--- src/rtl/open_collector_pkg.sv ---
// Shared encodings for the open-collector transmit arbiter.
// Latency: n/a (types and constants only).
// Backpressure: n/a.
package open_collector_pkg;

  // Frame sequencer states; each non-idle state spans whole bit periods.
  typedef enum logic [2:0] {
    ST_IDLE,
    ST_START,
    ST_DATA,
    ST_STOP,
    ST_GUARD
  } state_t;

  // Line levels of the framing bits (line level equals bit value).
  localparam logic START_BIT = 1'b0;
  localparam logic STOP_BIT  = 1'b1;

  // Bit periods in one frame: start + payload + stop.
  function automatic int frame_bits(input int data_w);
    return data_w + 2;
  endfunction

endpackage

--- src/rtl/round_robin_arbiter.sv ---
// Picks the first asserted request searching cyclically from ptr+1.
// Latency: purely combinational.
// Backpressure: none; the caller decides when the grant is taken.
module round_robin_arbiter #(
  parameter int NUM_REQ = 4,
  parameter int PW      = (NUM_REQ > 1) ? $clog2(NUM_REQ) : 1
) (
  input  logic [NUM_REQ-1:0] req,
  input  logic [PW-1:0]      ptr,
  output logic [NUM_REQ-1:0] gnt,
  output logic [PW-1:0]      idx
);

  logic [PW-1:0] cand;

  // Walk from the lowest priority candidate up so the last hit is the winner.
  always_comb begin
    gnt  = '0;
    idx  = '0;
    cand = '0;
    for (int i = NUM_REQ; i >= 1; i--) begin
      cand = PW'((int'(ptr) + i) % NUM_REQ);
      if (req[cand]) begin
        gnt       = '0;
        gnt[cand] = 1'b1;
        idx       = cand;
      end
    end
  end

endmodule

--- src/rtl/open_collector_tx_arbiter.sv ---
// Round-robin owner of a shared wired-AND line; serialises start/data/stop, aborts on collision.
// Latency: grant and start bit drive one cycle after REQ seen with the line idle.
// Backpressure: requesters wait while BUSY or the line is held low; REQ must stay up until DONE/COLL.
module open_collector_tx_arbiter #(
  parameter int NUM_REQ    = 4,
  parameter int DATA_W     = 8,
  parameter int BIT_CYCLES = 16
) (
  input  logic                      CLK,
  input  logic                      RST,
  input  logic [NUM_REQ-1:0]        REQ,
  input  logic [NUM_REQ*DATA_W-1:0] DATA,
  input  logic                      LINE,
  output logic [NUM_REQ-1:0]        GNT,
  output logic [NUM_REQ-1:0]        DONE,
  output logic                      COLL,
  output logic                      BUSY,
  output logic                      OC_DIN
);
  import open_collector_pkg::*;

  localparam int PW = $clog2(NUM_REQ);
  localparam int CW = (BIT_CYCLES > 1) ? $clog2(BIT_CYCLES) : 1;
  localparam int IW = (DATA_W > 1) ? $clog2(DATA_W) : 1;
  localparam logic [CW-1:0] CNT_LAST = CW'(BIT_CYCLES - 1);
  localparam logic [IW-1:0] IDX_LAST = IW'(DATA_W - 1);

  state_t              state_q, state_d;
  logic [CW-1:0]       cnt_q, cnt_d;
  logic [IW-1:0]       idx_q, idx_d;
  logic [DATA_W-1:0]   shift_q, shift_d;
  logic [NUM_REQ-1:0]  gnt_q, gnt_d;
  logic [NUM_REQ-1:0]  done_q, done_d;
  logic                coll_q, coll_d;
  logic                busy_q, busy_d;
  logic                oc_din_q, oc_din_d;
  logic [PW-1:0]       ptr_q, ptr_d;
  logic [PW-1:0]       win_q, win_d;

  logic [NUM_REQ-1:0]  rr_gnt;
  logic [PW-1:0]       rr_idx;
  logic                bit_end;
  logic                collide;

  round_robin_arbiter #(
    .NUM_REQ (NUM_REQ),
    .PW      (PW)
  ) u_rr (
    .req (REQ),
    .ptr (ptr_q),
    .gnt (rr_gnt),
    .idx (rr_idx)
  );

  // Frame sequencing: grant, bit timing, shifting, collision abort, guard gap.
  always_comb begin
    state_d  = state_q;
    cnt_d    = cnt_q;
    idx_d    = idx_q;
    shift_d  = shift_q;
    gnt_d    = gnt_q;
    done_d   = '0;
    coll_d   = 1'b0;
    busy_d   = busy_q;
    oc_din_d = oc_din_q;
    ptr_d    = ptr_q;
    win_d    = win_q;

    bit_end = (cnt_q == CNT_LAST);
    // We released the line (bit 1) yet someone else holds it low.
    collide = bit_end && !oc_din_q && !LINE;

    case (state_q)
      ST_IDLE: begin
        if (|REQ && LINE) begin
          state_d  = ST_START;
          cnt_d    = '0;
          gnt_d    = rr_gnt;
          win_d    = rr_idx;
          shift_d  = DATA[rr_idx*DATA_W +: DATA_W];
          busy_d   = 1'b1;
          oc_din_d = ~START_BIT;
        end
      end

      ST_START, ST_DATA, ST_STOP: begin
        cnt_d = bit_end ? '0 : cnt_q + 1'b1;
        if (collide) begin
          // Pointer left alone so the same requester retries first.
          coll_d   = 1'b1;
          gnt_d    = '0;
          oc_din_d = 1'b0;
          state_d  = ST_GUARD;
        end else if (bit_end) begin
          if (state_q == ST_START) begin
            state_d  = ST_DATA;
            idx_d    = '0;
            oc_din_d = ~shift_q[0];
            shift_d  = shift_q >> 1;
          end else if (state_q == ST_DATA) begin
            if (idx_q == IDX_LAST) begin
              state_d  = ST_STOP;
              oc_din_d = ~STOP_BIT;
            end else begin
              idx_d    = idx_q + 1'b1;
              oc_din_d = ~shift_q[0];
              shift_d  = shift_q >> 1;
            end
          end else begin
            done_d   = gnt_q;
            gnt_d    = '0;
            ptr_d    = win_q;
            oc_din_d = 1'b0;
            state_d  = ST_GUARD;
          end
        end
      end

      ST_GUARD: begin
        cnt_d = bit_end ? '0 : cnt_q + 1'b1;
        if (bit_end) begin
          state_d = ST_IDLE;
          busy_d  = 1'b0;
        end
      end

      default: begin
        state_d  = ST_IDLE;
        cnt_d    = '0;
        gnt_d    = '0;
        busy_d   = 1'b0;
        oc_din_d = 1'b0;
      end
    endcase
  end

  // State register; reset releases the line and makes requester 0 highest priority.
  always_ff @(posedge CLK) begin
    if (RST) begin
      state_q  <= ST_IDLE;
      cnt_q    <= '0;
      idx_q    <= '0;
      shift_q  <= '0;
      gnt_q    <= '0;
      done_q   <= '0;
      coll_q   <= 1'b0;
      busy_q   <= 1'b0;
      oc_din_q <= 1'b0;
      ptr_q    <= PW'(NUM_REQ - 1);
      win_q    <= '0;
    end else begin
      state_q  <= state_d;
      cnt_q    <= cnt_d;
      idx_q    <= idx_d;
      shift_q  <= shift_d;
      gnt_q    <= gnt_d;
      done_q   <= done_d;
      coll_q   <= coll_d;
      busy_q   <= busy_d;
      oc_din_q <= oc_din_d;
      ptr_q    <= ptr_d;
      win_q    <= win_d;
    end
  end

  assign GNT    = gnt_q;
  assign DONE   = done_q;
  assign COLL   = coll_q;
  assign BUSY   = busy_q;
  assign OC_DIN = oc_din_q;

endmodule

--- config.mk ---
export PLATFORM = sky130hd
export DESIGN_NAME = open_collector_tx_arbiter
export DESIGN_NICKNAME = d
export VERILOG_FILES = /design/src/rtl/open_collector_pkg.sv /design/src/rtl/round_robin_arbiter.sv /design/src/rtl/open_collector_tx_arbiter.sv
export SDC_FILE = /design/constraint.sdc
export NUM_CORES = 1
export LEC_CHECK = 0
export ABC_AREA = 1
export BUFFER_PORTS_ARGS = -buffer_cell sky130_fd_sc_hd__buf_2
export CORE_MARGIN = 2
export CORE_UTILIZATION = 25
export DETAILED_ROUTE_END_ITERATION = 8
export PLACE_DENSITY = 0.46
export RECOVER_POWER = 100
export SYNTH_ARGS = -nofsm -noshare
export SYNTH_HDL_FRONTEND = slang
export SYNTH_HIERARCHICAL = 1
export SYNTH_SLANG_ARGS = --single-unit
--- constraint.sdc ---
create_clock -name CLK -period 7.4 [get_ports CLK]
set_input_delay 0 -clock CLK [delete_from_list [all_inputs] [get_ports CLK]]
set_output_delay 0 -clock CLK [all_outputs]
set_load 0.005 [all_outputs]
**Word level (Yosys, flattened, before mapping)**

Index checks and enable logic that the tools add are counted.

- Bits of input ports: 39
- Output and inout port bits: 11
- Flip-flop bits (word level): 33

- Mux-type cells: 61
- Equal/unequal tests: 17
- Add/subtract/negate cells: 6
- Bitwise gates (word level): 7
- Reductions and logical operators: 25
- Shift-type cells: 1
- Order comparisons: 8

Operator list:

| operator | number |
|---|---|
| 8-bit 2-to-1 mux | 6 |
| 4-bit 2-to-1 mux | 11 |
| 32-bit by 6-bit indexed part select with 8-bit output | 1 |
| 3-bit 2-to-1 mux | 10 |
| 1-bit 2-to-1 mux | 16 |
| 8-bit one-hot mux with 2 select lines | 1 |
| 3-bit inequality test (second input constant) | 5 |
| 5-bit AND reduction | 3 |
| 2-bit by 3-bit < comparator with 1-bit output (second input constant) | 4 |
| 4-bit one-hot mux with 3 select lines | 1 |
| 2-bit inequality test (second input constant) | 5 |
| 3-bit one-hot mux with 3 select lines | 1 |
| 1-bit binary-select mux with 2-bit select | 4 |
| 1-bit demux with 2-bit select | 4 |
| 2-bit by 1-bit greater-or-equal comparator with 1-bit output (second input constant) | 4 |
| 2-bit 2-to-1 mux | 4 |
| 4-bit one-hot mux with 2 select lines | 1 |
| 4-bit OR reduction | 2 |
| 1-bit logical AND | 7 |
| 1-bit NOT | 7 |
| 3-bit by 2-bit == test with 1-bit output (second input constant) | 2 |
| 3-bit == test (second input constant) | 2 |
| 1-bit one-hot mux with 3 select lines | 2 |
| 3-bit AND reduction | 2 |
| 16 further kinds | 20 |

**Longest topological paths before layout**

- Depth after elaboration: 11
- Gate-level depth with buffers: 19

**Modules after synthesis**

The synthesis kept the hierarchy.

By module, submodules not included:

| module | cells each | sequential area each (um2) | times used | area an instance (um2) |
|---|---|---|---|---|
| open_collector_tx_arbiter | 316 | 660.6 | 1 | 1940.6 |
| round_robin_arbiter | 86 | 0.0 | 1 | 436.7 |

**Worst setup path before layout**

Ideal clock, no wire load.

- Path type: reg-to-reg
- Start point: register ptr_q[0]
- End point: register shift_q[1]
- Cell stages (with the launch flop): 20
- Required time: 7287 ps
- Slack: 4861 ps
- Setup time: 113 ps
- Period minus slack after synthesis: 2539 ps
- Arrival: 2427 ps
- Path through: dfxtp_1 -> inv_2 -> ha_1 -> inv_1 -> nand3_1 -> nand2_2 -> nand2_1 -> clkinv_1 -> o21ai_0 -> nand2_1 -> buf_2 -> clkinv_1 -> buf_2 -> nand2_1 -> nand3_1 -> nand2_1 -> a21boi_0 -> nand2_1 -> nand2_1 -> nor2_1

- Longest elaborated chain between the ends: 10
- Elaborated cells on any way between the ends: 19
- Classes of those cells: add/sub: 4; shift: 1; mux: 14

RTL lines:

| element | RTL line | text |
|---|---|---|
| from (decl) | open_collector_tx_arbiter.sv:37 | `logic [PW-1:0] ptr_q, ptr_d;` |
| from (signal assigned) | open_collector_tx_arbiter.sv:149 | `ptr_q <= PW'(NUM_REQ - 1);` |
| from (signal assigned) | open_collector_tx_arbiter.sv:161 | `ptr_q <= ptr_d;` |
| 2-bit by 1-bit adder with 2-bit output | round_robin_arbiter.sv:22 | `cand = PW'((int'(ptr) + i) % NUM_REQ);` |
| 1-bit binary-select mux with 2-bit select | round_robin_arbiter.sv:23 | `if (req[cand]) begin` |
| 1-bit 2-to-1 mux (implied by the code) | round_robin_arbiter.sv:23 |  |
| 2-bit 2-to-1 mux (3 in series) | round_robin_arbiter.sv:23 |  |
| 2-bit 2-to-1 mux * | round_robin_arbiter.sv:23 |  |
| via rr_idx[0] | open_collector_tx_arbiter.sv:41 | `logic [PW-1:0] rr_idx;` |
| 32-bit by 6-bit indexed part select with 8-bit output * | open_collector_tx_arbiter.sv:80 | `shift_d = DATA[rr_idx*DATA_W +: DATA_W];` |
| 8-bit 2-to-1 mux * | open_collector_tx_arbiter.sv:75 | `if (\|REQ && LINE) begin` |
| 8-bit one-hot mux with 2 select lines * | open_collector_tx_arbiter.sv:73 | `case (state_q)` |
| to (signal assigned) | open_collector_tx_arbiter.sv:155 | `shift_q <= shift_d;` |
| to (decl) | open_collector_tx_arbiter.sv:31 | `logic [DATA_W-1:0] shift_q, shift_d;` |

Mark *: on every way through the listed nets, which the timed path passes. The rest lies on a longest branch. The select of a mux whose other input is x is not followed.
A chain may end at the register's enable or synchronous reset.

**Worst setup path in the final report**

- Start point: register ptr_q[0]
- End point: register shift_q[7]

The elaborated chain is that of the path after synthesis.

==> summary.md <==
| Metric | Value |
|---|---|
| Via count | between 2000 and 3000 |
| Fill count | between 1000 and 1500 |
| WL final | around 6000 um |
| Headroom to the max-slew limit | 0.523 |
| Initial antenna violation count | 0 |
| Worst EP arrival | ~3600 ps |
| Clock transition at path regs | 70 ps |
| Worst Hold Class | in -> reg |
| DR WL/cell | between 10 and 15 um |
| Synth-to-Final Area Change | 17.6% |
| Sequential share of the synthesized area | 0.278 |
| Post-synthesis xor/xnor area fraction | 0.00368 |
| Status | complete, no violations |
| Setup TNS | 0 ps |
| Cts-stage hold buffer count | 0 |
| Hold Violations, Final | 0 |
| Setup WS pre-CTS | 4080 ps |
| Max frequency | ~290 MHz |
| Pwr/cell area | a little over 300 nW/um2 |
| LEAKAGE | between 1 and 1.5 nW |
| Root Driver | clkbuf_8 |
| Largest family of logic cells by synthesized area | simple AND/OR/NAND/NOR gates |
| Setup violators final | 0 |
| CTS Buffer Depth | 2 |
| Max-Cap Viols | 0 |
| Top cells by area, synth | dfxtp_1, nand2_1, inv_1, nor2_1, nand3_1 |
| Initial core utilization | 0.257 |
| Clk sink count | 33 |
| Top_reg_cell synth | dfxtp_1 |
| CTS tree | yes |
| Largest net degree at the start of global routing | 23 |
| Gpl congestion | slightly below 0.9 |
| Die height | roughly 100 um |
| Commonest cells in the netlist | nand2_1, inv_1, nor2_1 |
| Critical path peak fanout | 17 |
| Number of buffers added on ports | a little under 50 |
| Async set-or-reset flop fraction in the synthesized netlist | 0 |
| Tot GR Track Use | 0.126 |
| Die X | 102 um |
| Post-CTS setup buffer count | 0 |
| Final Critical Period | 3440 ps |
| Die ar. | 10300 um2 |
| Antenna Nets Post-Route | 0 |
| Synth Area in Adders | 0.0474 |
| Top-area cell type share of the netlist area | 0.278 |
| RSZ-0062 raised after global routing | false |
| Placeable Area | 9240 um2 |
| R2R setup slack | 3960 ps |
| Ant. Diodes | 0 |
| Syn Inst Count | ~400 |
| Syn nets | 450 |
| Post-synthesis compound-gate area fraction | 0.0932 |
| Syn Area/Cell | around 5.9 um2 |
| Yosys cell types | 27 |
| Simple-Gate Fraction of Synth Area | 0.452 |
| HPWL Detailed | roughly 4800 um |
| Synth Cell Area | ~2400 um2 |
| Multiplexer share of the synthesized area | 0 |
| Flops & latches, synth | 33 |
| Clock network latency to the later pin of the worst-skew pair | between 200 and 300 ps |
| Most frequent cell after synthesis | nand2_1 |
| Fin worst setup slack | 3960 ps |
| Worst slew pin tran | 715 ps |
| DR pass1 iterations | 4 |
| Worst endpoint required time | 7580 ps |
| Fin nets | between 400 and 500 |
| Crit path kind | reg -> reg |
| Post-synth EDFFs | 0 |
| Share of cells above drive strength 1 | 0.140 |
| Post_cts resized | 0 |
| Number of I/O pins | 50 |
| CTS Buf Count | 5 |
| Max VDD drop | approximately 0.00013 V |
| Setup crit start kind | register |
| Detailed Route Iter0 Violations | 53 |
| Vias in the first global route | about 2400 |
| Remaining Overflow, GRT | 0 |
| Crit path capture type | register |
| Final slew viol count | 0 |
| Yosys warns | 6 |
| Post-synth top area cell | dfxtp_1 |
| Final period utilization | 0.465 |
| DRC | 0 |
| First-pass GRT wire length | around 11000 um |
| H-tree Lvls | 2 |
| Rows | 35 |
| Clock Skew | ~2.2 ps |
| Vias per cell | about 4.3 |
==> worst paths after layout <==
| check | start | endpoint | cells past startpoint |
|---|---|---|---|
| max | ptr_q[0] | shift_q[7] | 15 |
| min | RST | cnt_q[1] | 2 |
| max reg2reg | ptr_q[0] | shift_q[7] | 15 |
| min reg2reg | GNT[3] | DONE[3] | 2 |
==> state kept, by name, summed over array words and instances (netlist names) <==
signal	flops
shift_q	8
OC_DIN	1
ptr_q	2
GNT	4
COLL	1
cnt_q	4
BUSY	1
idx_q	3
DONE	4
state_q	3
win_q	2
==> cell families (layout without fill, tap and decap cells) <==
group / after synthesis / after routing
AOI/OAI and AO/OA: 39 / 39
xor gates and xnor gates: 1 / 1
buffers and inverters: 75 / 122
DFF: 33 / 33
adders and majority gates: 9 / 9
and+or+nand+nor: 245 / 245
==> where the power goes <==
group | switching (W) | internal [W] | total, W
registers | 0.0000376 | 0.000232 | 0.000270
logic | 0.000311 | 0.000151 | 0.000462
clock network | 0.0000646 | 0.0000738 | 0.000138
total | 0.000414 | 0.000457 | 0.000870
==> worst max-delay path, stage by stage (launching register included) <==
cell and delay, ps:
dfxtp_1 540, inv_1 230, ha_1 400, inv_1 90, nand3_1 80, nand2_1 100, nor2_4 170, o21ai_0 90
nand2_1 430, clkinv_1 550, o21ai_0 320, o22ai_1 100, nand2_1 60, nand2_1 60, nand2_1 70, nor2_1 50
==> cell usage in the layout, fill, tap and decap left out, types with 2 or more instances in the layout <==
cell type	synthesis	final
nor2_2	3	2
nand2_2	6	5
nand2_1	125	127
clkbuf_1	4	9
nand4_1	3	3
nand3_2	4	4
clkinv_1	3	3
a21boi_0	7	7
buf_2	3	41
a21oi_1	17	17
nor2_1	54	55
dfxtp_1	33	33
clkbuf_8	0	6
inv_1	61	62
nor2_4	3	3
nand3_1	39	39
nor3_1	3	3
ha_1	9	9
or2_0	2	2
a211oi_1	2	2
o21ai_0	11	11
==> layout make-up <==
class                   count  area [um2]  share of cell area
multi-input cells         294        1400               0.502
flip-flops and latches     33         661               0.236
inverters                  66         248              0.0886
repair buffers             49         235              0.0842
well taps                 129         161              0.0577
clock buffers               7        86.3              0.0309
==> layer usage <==
metal / routed length, um / global-route usage / vias to the layer above
met4: 90 / 0.0395 / 0
li1: - / - / 1336
met3: 263 / 0.0262 / 8
met2: 2700 / 0.213 / 47
met5: 0 / 0 / -
met1: 3010 / 0.160 / 1123
==> metrics by stage <==
stage / power [W] / util / cell area [um2] / instances / hold slack [ps]
after floorplan: 0.000643 / - / 2380 / 402 / 284
after global placement: 0.000751 / 0.296 / 2730 / 571 / 311
after detailed placement: 0.000748 / 0.296 / 2730 / 571 / 312
after CTS: 0.000890 / 0.305 / 2820 / 578 / 6.70
after global routing: 0.000975 / 0.303 / 2800 / 578 / 34.9
final: 0.000870 / 0.303 / 2800 / 578 / 12.1
No activity file was read; power rests on OpenSTA's default activity.
